$ cat config.mk
export PLATFORM = sky130hd
export DESIGN_NAME = morra_scoreboard
export DESIGN_NICKNAME = d
export VERILOG_FILES = /design/src/rtl/morra_scoreboard.sv
export SDC_FILE = /design/constraint.sdc
export NUM_CORES = 1
export LEC_CHECK = 0
export BUFFER_PORTS_ARGS = -buffer_cell sky130_fd_sc_hd__buf_2
export CAP_MARGIN = 20
export CORE_MARGIN = 4
export CORE_UTILIZATION = 58
export DETAILED_ROUTE_END_ITERATION = 12
export GPL_TIMING_DRIVEN = 0
export PLACE_DENSITY = 0.91
export SYNTH_ARGS = -nofsm -noshare
export SYNTH_HDL_FRONTEND = slang
export SYNTH_SLANG_ARGS = --single-unit
$ cat constraint.sdc
create_clock -name clk -period 7.67 [get_ports clk]
set_clock_uncertainty 0.05 [all_clocks]
set_input_delay 1.9175 -clock clk [delete_from_list [all_inputs] [get_ports clk]]
set_output_delay 1.9175 -clock clk [all_outputs]
set_load 0.05 [all_outputs]
$ cat src/rtl/morra_scoreboard.sv
// Scoreboard for the Morra Cinese game: per-game manche tallies, lifetime game counters
// and a small FIFO of finished-game records behind a valid/ready read port.
module morra_scoreboard #(
    parameter int CNT_W      = 4,
    parameter int GAMES_W    = 8,
    parameter int FIFO_DEPTH = 4
) (
    input  logic                 clk,
    input  logic                 rst_n,
    input  logic                 inizia,
    input  logic [1:0]           manche,
    input  logic [1:0]           partita,
    output logic [CNT_W-1:0]     p1_score,
    output logic [CNT_W-1:0]     p2_score,
    output logic [CNT_W-1:0]     ties,
    output logic [CNT_W-1:0]     invalids,
    output logic [GAMES_W-1:0]   games_p1,
    output logic [GAMES_W-1:0]   games_p2,
    output logic [GAMES_W-1:0]   games_draw,
    output logic                 game_over,
    output logic                 res_valid,
    input  logic                 res_ready,
    output logic [2*CNT_W+1:0]   res_data,
    output logic                 ovf
);
    localparam int AW    = $clog2(FIFO_DEPTH);
    localparam int REC_W = 2*CNT_W + 2;

    typedef enum logic [1:0] {IDLE, PLAYING, ENDED} state_t;

    state_t             state;
    logic [REC_W-1:0]   mem [FIFO_DEPTH];
    logic [AW:0]        wr_ptr;
    logic [AW:0]        rd_ptr;

    logic [CNT_W-1:0]   nxt_p1, nxt_p2, nxt_ties, nxt_inv;
    logic               ending, empty, full, pop, push_ok;
    logic [REC_W-1:0]   rec;

    function automatic logic [CNT_W-1:0] sat_cnt(input logic [CNT_W-1:0] v);
        return (&v) ? v : v + 1'b1;
    endfunction

    function automatic logic [GAMES_W-1:0] sat_games(input logic [GAMES_W-1:0] v);
        return (&v) ? v : v + 1'b1;
    endfunction

    // Tallies including this cycle's manche; the record must carry the updated scores.
    always_comb begin
        nxt_p1   = p1_score;
        nxt_p2   = p2_score;
        nxt_ties = ties;
        nxt_inv  = invalids;
        case (manche)
            2'b00:   nxt_inv  = sat_cnt(invalids);
            2'b01:   nxt_p1   = sat_cnt(p1_score);
            2'b10:   nxt_p2   = sat_cnt(p2_score);
            default: nxt_ties = sat_cnt(ties);
        endcase
    end

    assign ending  = (state == PLAYING) && !inizia && (partita != 2'b00);
    assign empty   = (wr_ptr == rd_ptr);
    assign full    = (wr_ptr[AW] != rd_ptr[AW]) && (wr_ptr[AW-1:0] == rd_ptr[AW-1:0]);
    assign pop     = !empty && res_ready;
    // A full FIFO still accepts a record when the head leaves on the same edge.
    assign push_ok = ending && (!full || pop);
    assign rec     = {partita, nxt_p1, nxt_p2};

    assign res_valid = !empty;
    assign res_data  = empty ? '0 : mem[rd_ptr[AW-1:0]];

    always_ff @(posedge clk or negedge rst_n) begin
        if (!rst_n) begin
            state      <= IDLE;
            p1_score   <= '0;
            p2_score   <= '0;
            ties       <= '0;
            invalids   <= '0;
            games_p1   <= '0;
            games_p2   <= '0;
            games_draw <= '0;
            game_over  <= 1'b0;
            ovf        <= 1'b0;
            wr_ptr     <= '0;
            rd_ptr     <= '0;
        end else begin
            if (inizia) begin
                state     <= PLAYING;
                p1_score  <= '0;
                p2_score  <= '0;
                ties      <= '0;
                invalids  <= '0;
                game_over <= 1'b0;
            end else if (state == PLAYING) begin
                p1_score <= nxt_p1;
                p2_score <= nxt_p2;
                ties     <= nxt_ties;
                invalids <= nxt_inv;
                if (partita != 2'b00) begin
                    state     <= ENDED;
                    game_over <= 1'b1;
                    case (partita)
                        2'b01:   games_p1   <= sat_games(games_p1);
                        2'b10:   games_p2   <= sat_games(games_p2);
                        default: games_draw <= sat_games(games_draw);
                    endcase
                end
            end
            if (pop)
                rd_ptr <= rd_ptr + 1'b1;
            if (push_ok)
                wr_ptr <= wr_ptr + 1'b1;
            else if (ending)
                ovf <= 1'b1;
        end
    end

    // Record storage carries no reset; res_data is masked while the FIFO is empty.
    always_ff @(posedge clk) begin
        if (push_ok)
            mem[wr_ptr[AW-1:0]] <= rec;
    end

endmodule

==> impl_metrics.env, run 1 <==
export IMPL_run_status="finished clean"
export IMPL_cts_hold_buffers=0
export IMPL_place_gp_congestion=0.841
export IMPL_postSynth_asyncResetShare=0.551
export IMPL_tritoncts_clock_tree="built"
export IMPL_tritoncts_num_buffers=9
export IMPL_worst_path_dominant_cell_family="multiplexers"
export IMPL_post_cts_resized_instances=0
export IMPL_layout_cell_area_non_filler_um2=4840
export IMPL_synth_enable_flop_cells=40
export IMPL_cts_setup_buffers=0
export IMPL_min_period_ps=4080
export IMPL_die_area_um2=8610
export IMPL_drc=0
export IMPL_grt_use_total=0.206
export IMPL_yosys_area_top_type_share=0.294
export IMPL_fp_coreArea_um2=6910
export IMPL_worstHoldStart="ovf"
export IMPL_synth_net_count=347
export IMPL_final_nets=419
export IMPL_cts_path_max_buffers=2
export IMPL_grt_setup_unrepaired="false"
export IMPL_num_rows=30
export IMPL_synth_seq_cells=89
export IMPL_grt_max_degree=50
export IMPL_crit_path_end_kind="output pin"
export IMPL_crit_path_max_fanout=10
export IMPL_drive_above_1_share=0.274
export IMPL_p_per_area_nw_per_um2=340
export IMPL_cpMostUsedCell="sky130_fd_sc_hd__buf_2"
export IMPL_transition_time_of_the_tightest_slew_check_pin_ps=982
export IMPL_io_pins=61
export IMPL_logic_depth_of_the_worst_setup_path_including_buffers=4
export IMPL_timing_critical_path_required_ps=5700
export IMPL_detail_route_iter0_violations=162
export IMPL_cts_htree_levels=3
export IMPL_die_width_um=92.8
export IMPL_cell_variety_after_synth=42
export IMPL_yosys_top_cells_area="sky130_fd_sc_hd__dfrtp_1 29%, sky130_fd_sc_hd__edfxtp_1 29%, sky130_fd_sc_hd__mux4_2 5.4%"
export IMPL_post_synth_inst_count=324
export IMPL_area_growth_pct=16.1
export IMPL_viasPerCell=5.61
export IMPL_hold_viol=0
export IMPL_max_vdd_ir_drop_v=0.000183
export IMPL_final_max_slew_violation_count=0
export IMPL_list_of_cells_traversed_by_the_critical_path="buf_2 -> mux4_2 -> and2_1 -> buf_2"
export IMPL_first_pass_grt_wire_length_mm=13.8
export IMPL_yosysSeqAreaShare=0.582
export IMPL_power_total_mw=1.65
export IMPL_synth_cell_area_um2=4170
export IMPL_ff2ff_path_depth=4
export IMPL_detailed_place_hpwl_mm=5.77
export IMPL_wl_per_cell_um=16.3
export IMPL_buffer_cell_driving_the_clock_tree_root="sky130_fd_sc_hd__clkbuf_8"
export IMPL_postLayoutCoreUtil=0.701
export IMPL_initial_utilization=0.604
export IMPL_clk_insertion_delay_late_ps=360
export IMPL_synth_top_flop_cell="sky130_fd_sc_hd__dfrtp_1"
export IMPL_final_period_utilization=0.532
export IMPL_grt_antenna_before_repair=0
export IMPL_post_synthesis_mean_instance_area_um2=12.9
export IMPL_power_leakage_nw=2.13
export IMPL_timing_max_cap_violations=0
export IMPL_rrSetupSlack_ps=5120
export IMPL_finalWorstSetupSlack_ps=3590
export IMPL_setup_viol_count_final=0
export IMPL_dr_total_vias=2789
export IMPL_clock_sinks=89
export IMPL_io_buffers=60
export IMPL_worst_hold_path_cell_count=1
export IMPL_max_stage_delay_ps=570
export IMPL_slew_headroom=0.336
export IMPL_preCtsSetupSlack_ps=3370
export IMPL_iteration_count_of_the_initial_detailed_routing_pass=4
export IMPL_critPathSlowestCell="sky130_fd_sc_hd__mux4_2"
export IMPL_drt_total_wl_mm=8.08
export IMPL_critPathLaunchType="register"
export IMPL_yosys_warnings=0
export IMPL_setup_worst_path_class="register to output pin"
export IMPL_biggest_area_consumer_among_synthesized_cells="sky130_fd_sc_hd__dfrtp_1"
export IMPL_gr_ovfl_total=0
export IMPL_yosysMostFrequentCell="sky130_fd_sc_hd__dfrtp_1"
export IMPL_worst_min_delay_path_category="register to register"
export IMPL_achievable_frequency_ghz=0.245
export IMPL_reg2reg_from="wr_ptr[1]"
export IMPL_drt_antenna_violating_nets=0
export IMPL_placedInstanceArea_um2=4590
export IMPL_path_clk_slew_ps=90
export IMPL_cp_startpoint="rd_ptr[0]"
export IMPL_first_global_vias=2837
export IMPL_die_height_um=92.8
export IMPL_cp_num_buf_inv=2
export IMPL_totalNegativeSetupSlack_ps=0
export IMPL_timing_critical_path_arrival_ps=2110
export IMPL_diodes=0
export IMPL_synth_top_cells_by_count="49 x sky130_fd_sc_hd__dfrtp_1, 40 x sky130_fd_sc_hd__edfxtp_1, 29 x sky130_fd_sc_hd__nand2_1"
==> state kept, by name, indices dropped and copies added (netlist names) <==
register / cells
p1_score: 4
ties: 4
p2_score: 4
wr_ptr: 3
ovf: 1
games_p1: 8
games_p2: 8
rd_ptr: 3
invalids: 4
games_draw: 8
game_over: 1
mem: 40
state: 1
==> through the flow <==
step / hold slack (ps) / std cells
detailed placement: 410 / 480
global route: 451 / 497
CTS: 431 / 496
finish: 428 / 497
floorplan: 410 / 324
global placement: 406 / 480
==> kinds of logic after synthesis <==
logic type,count (synthesis),share of synthesized area
compound gates,23,0.0309
fa+ha+maj,15,0.0450
xor+xnor,24,0.0504
flops,89,0.582
simple gates,130,0.174
buf+inv,15,0.0153
mux,28,0.102
==> placed cells by master (no fill, tap or decap), types with 4 or more instances in the layout <==
cell / count
sky130_fd_sc_hd__ha_1: 15
sky130_fd_sc_hd__xor2_1: 13
sky130_fd_sc_hd__edfxtp_1: 40
sky130_fd_sc_hd__nand3_1: 21
sky130_fd_sc_hd__nand4_1: 11
sky130_fd_sc_hd__nand2_1: 29
sky130_fd_sc_hd__buf_2: 63
sky130_fd_sc_hd__and3_1: 6
sky130_fd_sc_hd__nand2b_1: 5
sky130_fd_sc_hd__inv_1: 8
sky130_fd_sc_hd__and2_1: 14
sky130_fd_sc_hd__a21oi_1: 12
sky130_fd_sc_hd__a31oi_1: 4
sky130_fd_sc_hd__mux2_2: 13
sky130_fd_sc_hd__nor2_1: 17
sky130_fd_sc_hd__mux4_2: 10
sky130_fd_sc_hd__xnor2_1: 11
sky130_fd_sc_hd__clkbuf_8: 9
sky130_fd_sc_hd__dfrtp_1: 49
sky130_fd_sc_hd__nor3_1: 4
==> per-layer routing <==
layer / track usage / up-vias / wire [um]
li1: - / 1341 / -
met1: 0.263 / 1347 / 3440
met2: 0.347 / 83 / 4080
met3: 0.0357 / 18 / 349
met4: 0.0879 / 0 / 212
met5: 0 / - / 0
==> power breakdown <==
group          total, mW  switching [mW]  internal (mW)
Combinational      0.658           0.457          0.201
Sequential         0.629          0.0645          0.565
Clock              0.359           0.173          0.187
Total               1.65           0.694          0.953
==> layout make-up <==
cell class	instances	area [um^2]
well taps	96	120
clock inverters	7	100
flip-flops and latches	89	2430
plain buffers	7	33.8
inverters	8	30.0
multi-input cells	220	1680
clock buffers	9	124
repair buffers	61	320
fillers	477	2070
==> worst paths after layout <==
| path | to |
|---|---|
| max | res_data[6] |
| min | ovf |
| max reg2reg | mem[1][9] |
| min reg2reg | ovf |
| max in group asynchronous | p2_score[0] |
| min in group asynchronous | games_draw[3] |
Note: power is estimated with default switching activity, not from simulation.
==> inputs of run 2 (changes only) <==
--- a/config.mk
+++ b/config.mk
@@ -8,10 +8,10 @@
 export BUFFER_PORTS_ARGS = -buffer_cell sky130_fd_sc_hd__buf_2
 export CAP_MARGIN = 20
 export CORE_MARGIN = 4
-export CORE_UTILIZATION = 58
+export CORE_UTILIZATION = 57
 export DETAILED_ROUTE_END_ITERATION = 12
 export GPL_TIMING_DRIVEN = 0
-export PLACE_DENSITY = 0.91
+export PLACE_DENSITY = 0.9
 export SYNTH_ARGS = -nofsm -noshare
 export SYNTH_HDL_FRONTEND = slang
 export SYNTH_SLANG_ARGS = --single-unit
==> constraint.sdc (replaced) <==
create_clock -name clk -period 4.1 [get_ports clk]
set_clock_uncertainty 0.05 [all_clocks]
set_input_delay 1.025 -clock clk [delete_from_list [all_inputs] [get_ports clk]]
set_output_delay 1.025 -clock clk [all_outputs]
set_load 0.05 [all_outputs]
==> impl_metrics.env, run 2 (synthesis gave the netlist of run 1 again) <==
export IMPL_run_status="finished clean"
export IMPL_die_width_um=93.5
export IMPL_grt_max_degree=38
export IMPL_detailed_place_hpwl_mm=5.73
export IMPL_grt_use_total=0.197
export IMPL_p_per_area_nw_per_um2=618
export IMPL_power_leakage_nw=2.11
export IMPL_num_rows=30
export IMPL_largest_reg_flops=40
export IMPL_tritoncts_clock_tree="built"
export IMPL_detail_route_iter0_violations=154
export IMPL_crit_path_max_fanout=10
export IMPL_preCtsSetupSlack_ps=688
export IMPL_die_height_um=93.5
export IMPL_final_period_utilization=0.766
export IMPL_transition_time_of_the_tightest_slew_check_pin_ps=970
export IMPL_crit_path_end_kind="output pin"
export IMPL_post_cts_resized_instances=0
export IMPL_timing_critical_path_required_ps=3020
export IMPL_final_nets=419
export IMPL_reg2reg_from="game_over"
export IMPL_place_gp_congestion=0.850
export IMPL_io_pins=61
export IMPL_clk_insertion_delay_late_ps=340
export IMPL_worst_hold_path_cell_count=1
export IMPL_timing_max_cap_violations=0
export IMPL_hold_viol=0
export IMPL_drc=0
export IMPL_worst_min_delay_path_category="register to register"
export IMPL_finalWorstSetupSlack_ps=959
export IMPL_cts_setup_buffers=0
export IMPL_totalNegativeSetupSlack_ps=0
export IMPL_diodes=0
export IMPL_grt_setup_unrepaired="false"
export IMPL_drt_total_wl_mm=8.03
export IMPL_rrSetupSlack_ps=1690
export IMPL_io_buffers=60
export IMPL_worst_path_dominant_cell_family="multiplexers"
export IMPL_clock_sinks=89
export IMPL_timing_critical_path_arrival_ps=2070
export IMPL_area_growth_pct=15.1
export IMPL_final_max_slew_violation_count=0
export IMPL_list_of_cells_traversed_by_the_critical_path="buf_2 -> mux4_2 -> and2_1 -> buf_2"
export IMPL_grt_met1_usage=0.259
export IMPL_wl_per_cell_um=16.2
export IMPL_dr_total_vias=2750
export IMPL_slew_headroom=0.351
export IMPL_viasPerCell=5.53
export IMPL_grt_use_met2=0.335
export IMPL_layout_cells_most_common="sky130_fd_sc_hd__buf_2"
export IMPL_max_stage_delay_ps=560
export IMPL_buffer_cell_driving_the_clock_tree_root="sky130_fd_sc_hd__clkbuf_8"
export IMPL_most_congested_layer_reported_by_global_routing="met2"
export IMPL_first_global_vias=2820
export IMPL_grt_antenna_before_repair=0
export IMPL_iteration_count_of_the_initial_detailed_routing_pass=4
export IMPL_cpMostUsedCell="sky130_fd_sc_hd__buf_2"
export IMPL_drt_antenna_violating_nets=0
export IMPL_setup_viol_count_final=0
export IMPL_die_area_um2=8750
export IMPL_tritoncts_num_buffers=9
export IMPL_cts_hold_buffers=0
export IMPL_setup_worst_path_end="res_data[5]"
export IMPL_drive_above_1_share=0.267
export IMPL_max_vdd_ir_drop_v=0.000426
export IMPL_cts_htree_levels=3
export IMPL_min_period_ps=3140
export IMPL_fp_coreArea_um2=6940
export IMPL_gr_ovfl_total=0
export IMPL_achievable_frequency_ghz=0.318
export IMPL_critPathLaunchType="register"
export IMPL_setup_worst_path_class="register to output pin"
export IMPL_logic_depth_of_the_worst_setup_path_including_buffers=4
export IMPL_path_clk_slew_ps=80
export IMPL_critPathSlowestCell="sky130_fd_sc_hd__mux4_2"
export IMPL_regToRegEndpoint="mem[3][5]"
export IMPL_use_met3=0.0322
export IMPL_cts_path_max_buffers=2
export IMPL_ff2ff_path_depth=3
export IMPL_layout_common_cells="63 x sky130_fd_sc_hd__buf_2, 49 x sky130_fd_sc_hd__dfrtp_1, 40 x sky130_fd_sc_hd__edfxtp_1, 29 x sky130_fd_sc_hd__nand2_1, 21 x sky130_fd_sc_hd__nand3_1"
export IMPL_postLayoutCoreUtil=0.691
export IMPL_cp_num_buf_inv=2
export IMPL_initial_utilization=0.600
export IMPL_cp_startpoint="rd_ptr[0]"
export IMPL_first_pass_grt_wire_length_mm=13.4
## run 2: cell count changes in the layout (fill, tap and decap cells not counted), sizes merged
cell,previous run,this run
bufinv,2,1
clkbuf,12,16
inv,11,8
## run 2: where the power goes
| part | switching (mW) | leakage (nW) | internal, mW |
|---|---|---|---|
| sequential | 0.116 | 1.02 | 1.06 |
| combinational | 0.843 | 0.990 | 0.376 |
| clock | 0.286 | 0.0910 | 0.289 |
## run 2: per-layer routing
metal,vias to the layer above,part of all wire
met5,-,0
met4,0,0.012
met3,11,0.050
met2,84,0.52
met1,1327,0.42
li1,1328,-
## run 2: worst min-delay path by stage
stage | endpoint | slack, ps | from
after CTS | ovf | 420 | ovf
after global placement | ovf | 410 | ovf
after global routing | ovf | 440 | ovf
final | ovf | 420 | ovf
after floorplan | wr_ptr[2] | 410 | wr_ptr[2]
after detailed placement | ovf | 410 | ovf
## run 2: stage by stage
| step | hold WS, ps | power (mW) | instances | cell area, um^2 |
|---|---|---|---|---|
| 6_report | 418 | 2.97 | 497 | 4800 |
| 5_1_grt | 444 | 3.14 | 497 | 4800 |
| 3_3_place_gp | 407 | 2.38 | 480 | 4590 |
| 3_5_place_dp | 406 | 2.42 | 481 | 4610 |
| 2_1_floorplan | 410 | 2.14 | 324 | 4170 |
| 4_1_cts | 425 | 2.99 | 497 | 4800 |
## run 2: worst reg2reg max path, cell delays in order, from the launching register on
cell and delay, ps:
sky130_fd_sc_hd__dfrtp_1 480, sky130_fd_sc_hd__or4b_1 530, sky130_fd_sc_hd__buf_4 190, sky130_fd_sc_hd__nor3b_2 780
## run 2: final cells by class
type / count / area (um^2)
buffer: 7 / 33.8
multi-input combinational: 220 / 1680
clock buffer: 13 / 143
fill: 478 / 2140
inverter: 8 / 30.0
tap: 96 / 120
clock inverter: 3 / 42.5
sequential: 89 / 2430
timing repair buffer: 61 / 320
==> inputs of run 3 (changes only) <==
==> constraint.sdc (replaced) <==
create_clock -name clk -period 2.9 [get_ports clk]
set_clock_uncertainty 0.05 [all_clocks]
set_input_delay 0.725 -clock clk [delete_from_list [all_inputs] [get_ports clk]]
set_output_delay 0.725 -clock clk [all_outputs]
set_load 0.05 [all_outputs]
==> impl_metrics.env, run 3 (synthesis gave the netlist of run 1 again) <==
export IMPL_fp_coreArea_um2=6940
export IMPL_diodes=0
export IMPL_clk_insertion_delay_late_ps=360
export IMPL_initial_utilization=0.600
export IMPL_layout_common_cells="62 x sky130_fd_sc_hd__buf_2, 49 x sky130_fd_sc_hd__dfrtp_1, 40 x sky130_fd_sc_hd__edfxtp_1, 29 x sky130_fd_sc_hd__nand2_1, 21 x sky130_fd_sc_hd__nand3_1"
export IMPL_drt_total_wl_mm=7.88
export IMPL_drt_antenna_violating_nets=0
export IMPL_crit_path_end_kind="output pin"
export IMPL_setup_viol_count_final=0
export IMPL_final_nets=418
export IMPL_run_status="finished clean"
export IMPL_timing_max_cap_violations=0
export IMPL_buffer_cell_driving_the_clock_tree_root="sky130_fd_sc_hd__clkbuf_8"
export IMPL_critPathLaunchType="register"
export IMPL_power_leakage_nw=2.12
export IMPL_critPathSlowestCell="sky130_fd_sc_hd__clkbuf_1"
export IMPL_final_max_slew_violation_count=0
export IMPL_area_growth_pct=15.7
export IMPL_worst_path_dominant_cell_family="buffers and inverters"
export IMPL_placed_cells=480
export IMPL_die_area_um2=8750
export IMPL_setup_worst_path_class="register to output pin"
export IMPL_achievable_frequency_ghz=0.364
export IMPL_tritoncts_num_buffers=9
export IMPL_cts_setup_buffers=0
export IMPL_cts_hold_buffers=0
export IMPL_min_period_ps=2750
export IMPL_clock_sinks=89
export IMPL_viasPerCell=5.59
export IMPL_max_stage_delay_ps=440
export IMPL_drive_above_1_share=0.268
export IMPL_io_pins=61
export IMPL_p_per_area_nw_per_um2=891
export IMPL_grt_max_degree=50
export IMPL_path_clk_slew_ps=90
export IMPL_timing_critical_path_arrival_ps=1970
export IMPL_cp_num_buf_inv=2
export IMPL_num_rows=30
export IMPL_detailed_place_hpwl_mm=5.65
export IMPL_tritoncts_clock_tree="built"
export IMPL_dr_total_vias=2771
export IMPL_final_period_utilization=0.947
export IMPL_first_global_vias=2712
export IMPL_final_cells=496
export IMPL_wl_per_cell_um=15.9
export IMPL_drc=0
export IMPL_layout_cells_most_common="sky130_fd_sc_hd__buf_2"
export IMPL_worst_min_delay_path_category="input port to async pin"
export IMPL_die_height_um=93.5
export IMPL_gr_ovfl_total=0
export IMPL_die_width_um=93.5
export IMPL_transition_time_of_the_tightest_slew_check_pin_ps=974
export IMPL_grt_use_total=0.194
export IMPL_timing_critical_path_required_ps=2120
export IMPL_cts_htree_levels=3
export IMPL_slew_headroom=0.348
export IMPL_hold_viol=0
export IMPL_cts_path_max_buffers=2
export IMPL_first_pass_grt_wire_length_mm=13.0
export IMPL_place_gp_congestion=0.842
export IMPL_detail_route_iter0_violations=106
export IMPL_io_buffers=60
export IMPL_grt_setup_unrepaired="false"
export IMPL_max_vdd_ir_drop_v=0.000436
export IMPL_grt_antenna_before_repair=0
export IMPL_postLayoutCoreUtil=0.695
export IMPL_largest_reg_flops=40
export IMPL_crit_path_max_fanout=10
export IMPL_iteration_count_of_the_initial_detailed_routing_pass=5
export IMPL_list_of_cells_traversed_by_the_critical_path="clkbuf_1 -> mux4_2 -> and2_1 -> buf_2"
## run 3: changes by cell type in the layout (fill, tap and decap cells not counted)
cell and change:
sky130_fd_sc_hd__buf_4 +1, sky130_fd_sc_hd__clkinv_2 -1, sky130_fd_sc_hd__clkbuf_4 -1, sky130_fd_sc_hd__bufinv_16 +1
sky130_fd_sc_hd__clkinv_1 +1, sky130_fd_sc_hd__clkinv_4 +1, sky130_fd_sc_hd__clkbuf_1 -2, sky130_fd_sc_hd__buf_2 -1
## run 3: metrics by stage
stage                     total power [mW]  TNS, ps  setup WS, ps  instance area (um^2)  hold slack, ps
final                                 4.30        0           153                  4820             163
after global routing                  4.53        0          10.4                  4820             160
after CTS                             4.34        0          3.26                  4810             430
after detailed placement              3.43    -8130          -222                  4590             410
after global placement                3.37    -3610          -139                  4590             406
after floorplan                       3.03        0           290                  4170             379
## run 3: what timing repair did
item	in CTS	in global routing
gates resized for setup	0	2
endpoints found under the hold margin	0	0
setup endpoints to repair	0	9
## run 3: where the power goes
part	switching (mW)	internal [mW]	leakage (nW)
clock network	0.427	0.485	0.101
registers	0.164	1.49	1.02
logic	1.20	0.533	0.990
total	1.79	2.51	2.12
## run 3: final cells by class
type	instances	area, um^2
clock buffers	11	131
well taps	96	120
multi-input cells	220	1680
plain buffers	6	32.5
clock inverters	5	80.1
fillers	474	2120
flip-flops and latches	89	2430
inverters	8	30.0
repair buffers	61	320
## run 3: final timing paths
path / start / endpoint / slack [ps] / depth (start not counted)
worst max register to register: game_over / mem[1][9] / 480 / 4
worst min register to register: ovf / ovf / 420 / 1
worst min-delay path: rst_n / games_draw[5] / 160 / 1
max in group asynchronous: rst_n / p2_score[3] / 2140 / 2
min in group clk: ovf / ovf / 420 / 1
worst max-delay path: rd_ptr[1] / res_data[2] / 150 / 4
## run 3: worst register-to-register path, stage by stage, from the launching register on
cell	delay [ps]
sky130_fd_sc_hd__dfrtp_1	490
sky130_fd_sc_hd__or4b_1	530
sky130_fd_sc_hd__buf_4	190
sky130_fd_sc_hd__nor2_1	290
sky130_fd_sc_hd__and2_1	530
## run 3: routing by layer
metal,track usage,share of wire,vias up,routed length [um]
li1,-,-,1331,-
met1,0.249,0.42,1360,3300
met2,0.318,0.52,69,4100
met3,0.0459,0.044,11,345
met4,0.0806,0.018,0,145
met5,0,0,-,0
